`config.mk`:
```
export PLATFORM = sky130hd
export DESIGN_NAME = ti_in_map_pipe
export DESIGN_NICKNAME = d
export VERILOG_FILES = /design/src/rtl/ti_sbox_pkg.sv /design/src/rtl/fwd_lin_map.sv /design/src/rtl/ti_in_map_pipe.sv
export SDC_FILE = /design/constraint.sdc
export NUM_CORES = 1
export LEC_CHECK = 0
export ABC_AREA = 1
export CAP_MARGIN = 20
export CORE_ASPECT_RATIO = 2
export CORE_MARGIN = 2
export CORE_UTILIZATION = 50
export DETAILED_ROUTE_END_ITERATION = 8
export GPL_TIMING_DRIVEN = 1
export HOLD_SLACK_MARGIN = 0.06
export PLACE_DENSITY = 0.9
export RECOVER_POWER = 25
export SLEW_MARGIN = 20
export SYNTH_ARGS = -nofsm -noshare
export SYNTH_HDL_FRONTEND = slang
export SYNTH_SLANG_ARGS = --single-unit
```
`constraint.sdc`:
```
create_clock -name clk -period 2.5 [get_ports clk]
set_input_delay 0.625 -clock clk [delete_from_list [all_inputs] [get_ports clk]]
set_output_delay 0.625 -clock clk [all_outputs]
set_load 0.03 [all_outputs]
```
`src/rtl/ti_sbox_pkg.sv`:
```
// Shared definitions for the threshold-implementation tower-field AES S-box:
// share geometry plus the polynomial <-> composite basis change helpers.
package ti_sbox_pkg;

    localparam int unsigned SHARE_W = 8;
    localparam int unsigned NSHARES = 3;

    typedef logic [SHARE_W-1:0]              share_t;
    typedef logic [NSHARES-1:0][SHARE_W-1:0] shares_t;

    // Polynomial basis GF(2^8) -> composite GF((2^4)^2) basis.
    function automatic share_t fwd_map(input share_t a);
        share_t b;
        b[7] = a[7] ^ a[4];
        b[6] = a[6] ^ a[4] ^ a[1] ^ a[0];
        b[5] = a[6] ^ a[4];
        b[4] = a[6] ^ a[3] ^ a[1] ^ a[0];
        b[3] = a[7] ^ a[6] ^ a[4];
        b[2] = a[7] ^ a[5] ^ a[2];
        b[1] = a[4] ^ a[3] ^ a[0];
        b[0] = a[6] ^ a[5] ^ a[4] ^ a[1] ^ a[0];
        return b;
    endfunction

    // Output-side inverse: inv_map(fwd_map(x)) == x for every byte.
    function automatic share_t inv_map(input share_t b);
        share_t a;
        a[7] = b[5] ^ b[3];
        a[6] = b[7] ^ b[3];
        a[5] = b[6] ^ b[0];
        a[4] = b[7] ^ b[5] ^ b[3];
        a[3] = b[7] ^ b[6] ^ b[5] ^ b[4] ^ b[3];
        a[2] = b[6] ^ b[5] ^ b[3] ^ b[2] ^ b[0];
        a[1] = b[5] ^ b[4] ^ b[1];
        a[0] = b[6] ^ b[4] ^ b[1];
        return a;
    endfunction

endpackage

```
`src/rtl/fwd_lin_map.sv`:
```
// Combinational forward basis change for a single share.
module fwd_lin_map
    import ti_sbox_pkg::*;
(
    input  logic [SHARE_W-1:0] data_i,
    output logic [SHARE_W-1:0] data_o
);

    assign data_o = fwd_map(data_i);

endmodule

```
`src/rtl/ti_in_map_pipe.sv`:
```
// Two-stage TI input stage: share-wise forward basis map, then optional remask,
// with a bubble-collapsing valid/ready pipeline toward the inversion core.
module ti_in_map_pipe
    import ti_sbox_pkg::*;
#(
    parameter int unsigned SHARES = 3,
    parameter bit          REMASK = 1'b1
) (
    input  logic               clk,
    input  logic               rst_n,
    input  logic               clr,
    input  logic               in_valid,
    output logic               in_ready,
    input  logic [SHARE_W-1:0] in_s0,
    input  logic [SHARE_W-1:0] in_s1,
    input  logic [SHARE_W-1:0] in_s2,
    input  logic [15:0]        rnd,
    output logic               out_valid,
    input  logic               out_ready,
    output logic [SHARE_W-1:0] out_s0,
    output logic [SHARE_W-1:0] out_s1,
    output logic [SHARE_W-1:0] out_s2,
    output logic               rnd_req
);

    shares_t            in_sh;
    shares_t            map_sh;
    shares_t            s1_q;
    shares_t            s2_d;
    shares_t            s2_q;
    logic               v1_q;
    logic               v2_q;
    logic               en1;
    logic               en2;
    logic [SHARE_W-1:0] r1;
    logic [SHARE_W-1:0] r2;

    assign in_sh = {in_s2, in_s1, in_s0};
    assign r1    = rnd[7:0];
    assign r2    = rnd[15:8];

    for (genvar k = 0; k < SHARES; k++) begin : gen_map
        fwd_lin_map u_map (
            .data_i (in_sh[k]),
            .data_o (map_sh[k])
        );
    end

    // Each stage advances when it is empty or its successor is moving.
    assign en2      = ~v2_q | out_ready;
    assign en1      = ~v1_q | en2;
    assign in_ready = en1;
    assign rnd_req  = en2 & v1_q & REMASK;

    // Share sum is preserved: r1 ^ r2 ^ (r1 ^ r2) cancels.
    always_comb begin
        s2_d = s1_q;
        if (REMASK) begin
            s2_d[0] = s1_q[0] ^ r1;
            s2_d[1] = s1_q[1] ^ r2;
            s2_d[2] = s1_q[2] ^ r1 ^ r2;
        end
    end

    always_ff @(posedge clk) begin
        if (!rst_n) begin
            v1_q <= 1'b0;
            v2_q <= 1'b0;
        end else if (clr) begin
            v1_q <= 1'b0;
            v2_q <= 1'b0;
        end else begin
            if (en2) v2_q <= v1_q;
            if (en1) v1_q <= in_valid;
        end
    end

    // Data follows its valid; after a flush the contents are hidden by the cleared valids.
    always_ff @(posedge clk) begin
        if (!rst_n) begin
            s1_q <= '0;
            s2_q <= '0;
        end else begin
            if (en1 && in_valid) s1_q <= map_sh;
            if (en2 && v1_q)     s2_q <= s2_d;
        end
    end

    assign out_valid = v2_q;
    assign out_s0    = s2_q[0];
    assign out_s1    = s2_q[1];
    assign out_s2    = s2_q[2];

endmodule

```
==> metrics <==
CTS hold repair buffers 0; DR WL/cell 13.6 µm; sequential share of the synthesized area 40.1%; clk buf depth 2; Startpoint Class input pin; Fin. Hold Viols 0; crit share post-route 88.2%; CTS Buf Count 5; status finished clean; DRT Wirelength 5870 µm; worst path required time 1880 ps; Power Density 548 nW/µm²; clk slew on worst S/H paths 80 ps; Die Width 54.0 µm; Mean Syn Cell Area 8.03 µm²; final instance area 3270 µm²; Fillers 391; DRC 0; largest net degree at the start of global routing 49; synth warn 0; initial core utilization 51.4%; via/cell ratio 5.12; peak supply drop 0.419 mV; final setup fails 0; detailed placement HPWL 4430 µm; synthesized cell area 2500 µm²; CP Data Arrival Time 1580 ps; Pins Over Slew Limit 0; most frequent cells in the layout clkdlybuf4s50_1, xnor2_1, dfxtp_1; Die Area 5610 µm²; Vias 2215; initial antenna violation count 0; CTS tree done; synth unique cells 22; Die Ht 104 µm; skew final 5.73 ps; clk_lat worst skew 300 ps; Final Power 1.79 mW; HP Class reg2reg; kind of end point of the critical path primary output; Area Growth Syn to Fin 30.7%; Syn Inst Count 311; number of I/O port buffers 71; Iteration-0 DRC Markers 38; Max Freq 0.453 GHz; Syn Nets 356; post-route ant nets 0; row cnt 36; max-cap violation count 0; worst hold margin 516 ps; Relative slew margins 45.0%; CTS Sinks 50; most common cell after layout, fill and taps aside clkdlybuf4s50_1; Finished Core Util 67.1%; core area 4860 µm²; first-pass GRT wire length 9470 µm; Crit Path Class in2out; Tmin final 2210 ps; worst-path maximum fanout 7; vias in the first global route 2126; Nets 421; H-tree depth 2; RSZ-0062 raised after global routing false; Leak 1.34 nW; share of cells above drive strength 1 4.79%; Overall Global Routing Usage 22.6%; clock tree root driver cell clkbuf_8; Congestion Overflow GR 0; post-CTS resize count 0; Placer Congestion 0.866; DP Area 3210 µm²; #FFs+latches synth 50; setup bufs post-CTS 0; I/O Pins 72; measured slew at the worst slew-check pin 826 ps; setup TNS 0 ps; n_diodes 0; DRT Pass-1 Iters 4
[cell type report]
class | count | area [µm²] | area share, %
clock buffers | 6 | 72.6 | 2.22
clock inverters | 1 | 7.51 | 0.230
inverters | 27 | 101 | 3.10
multi-input cells | 218 | 1290 | 39.4
flip-flops and latches | 50 | 1000 | 30.7
well taps | 57 | 71.3 | 2.18
repair buffers | 74 | 726 | 22.2
[worst max-delay path, stage by stage]
cell and delay, ps:
clkdlybuf4s50_1 450, inv_1 50, nand2_1 80, nand2_2 130
inv_2 80, buf_4 150
[synthesized netlist by cell type, drive strengths merged]
cell / instances / area (µm²)
clkbuf: 7 / 31.3
nand3: 10 / 55.1
o21ai: 41 / 205
dfxtp: 50 / 1000
o211ai: 3 / 22.5
xor2: 12 / 105
nor2: 14 / 52.6
a211oi: 4 / 45.1
buf: 9 / 71.3
a21oi: 38 / 190
inv: 27 / 101
nand2: 45 / 174
xnor2: 50 / 438
or2: 1 / 6.26
[through the flow]
stage	cells	worst slack [ps]
after floorplan	311	675
after global placement	426	305
after detailed placement	426	287
final	433	294
after CTS	433	276
after global routing	433	129
[where the power goes]
group / internal (mW) / leakage, nW / total, mW / switching [mW]
logic: 0.219 / 0.889 / 0.451 / 0.233
registers: 0.852 / 0.412 / 0.887 / 0.0357
clock network: 0.192 / 0.0373 / 0.450 / 0.258
total: 1.26 / 1.34 / 1.79 / 0.526
[final timing paths]
| kind | startpoint | end | slack (ps) | depth (start not counted) |
|---|---|---|---|---|
| worst max register to register | out_valid$_SDFFE_PP0P_ | s1_q[16]$_SDFFE_PN0P_ | 750 | 6 |
| worst max-delay path | out_ready | rnd_req | 290 | 6 |
| worst min-delay path | s1_q[15]$_SDFFE_PN0P_ | s1_q[15]$_SDFFE_PN0P_ | 520 | 2 |
| worst min register to register | s1_q[15]$_SDFFE_PN0P_ | s1_q[15]$_SDFFE_PN0P_ | 520 | 2 |
[routing by layer]
layer	global-route usage, %	share of wire (%)	vias to the layer above
met5	0	0	-
met4	9.46	3.0	0
met3	3.30	3.2	12
met2	42.6	57	55
met1	22.3	36	1017
li1	-	-	1131
[cell families after synthesis]
family	Yosys count	synth area share [%]
compound gates	86	18.5
xor+xnor	62	21.7
buf+inv	43	8.16
flops	50	40.1
simple gates	70	11.5
[flip-flops by register name, summed over array words and instances (netlist names)]
name / cells
s1_q: 24
out_s0: 8
out_s1: 8
out_s2: 8
out_valid: 1
v1_q: 1
Note: power is estimated with default switching activity, not from simulation.
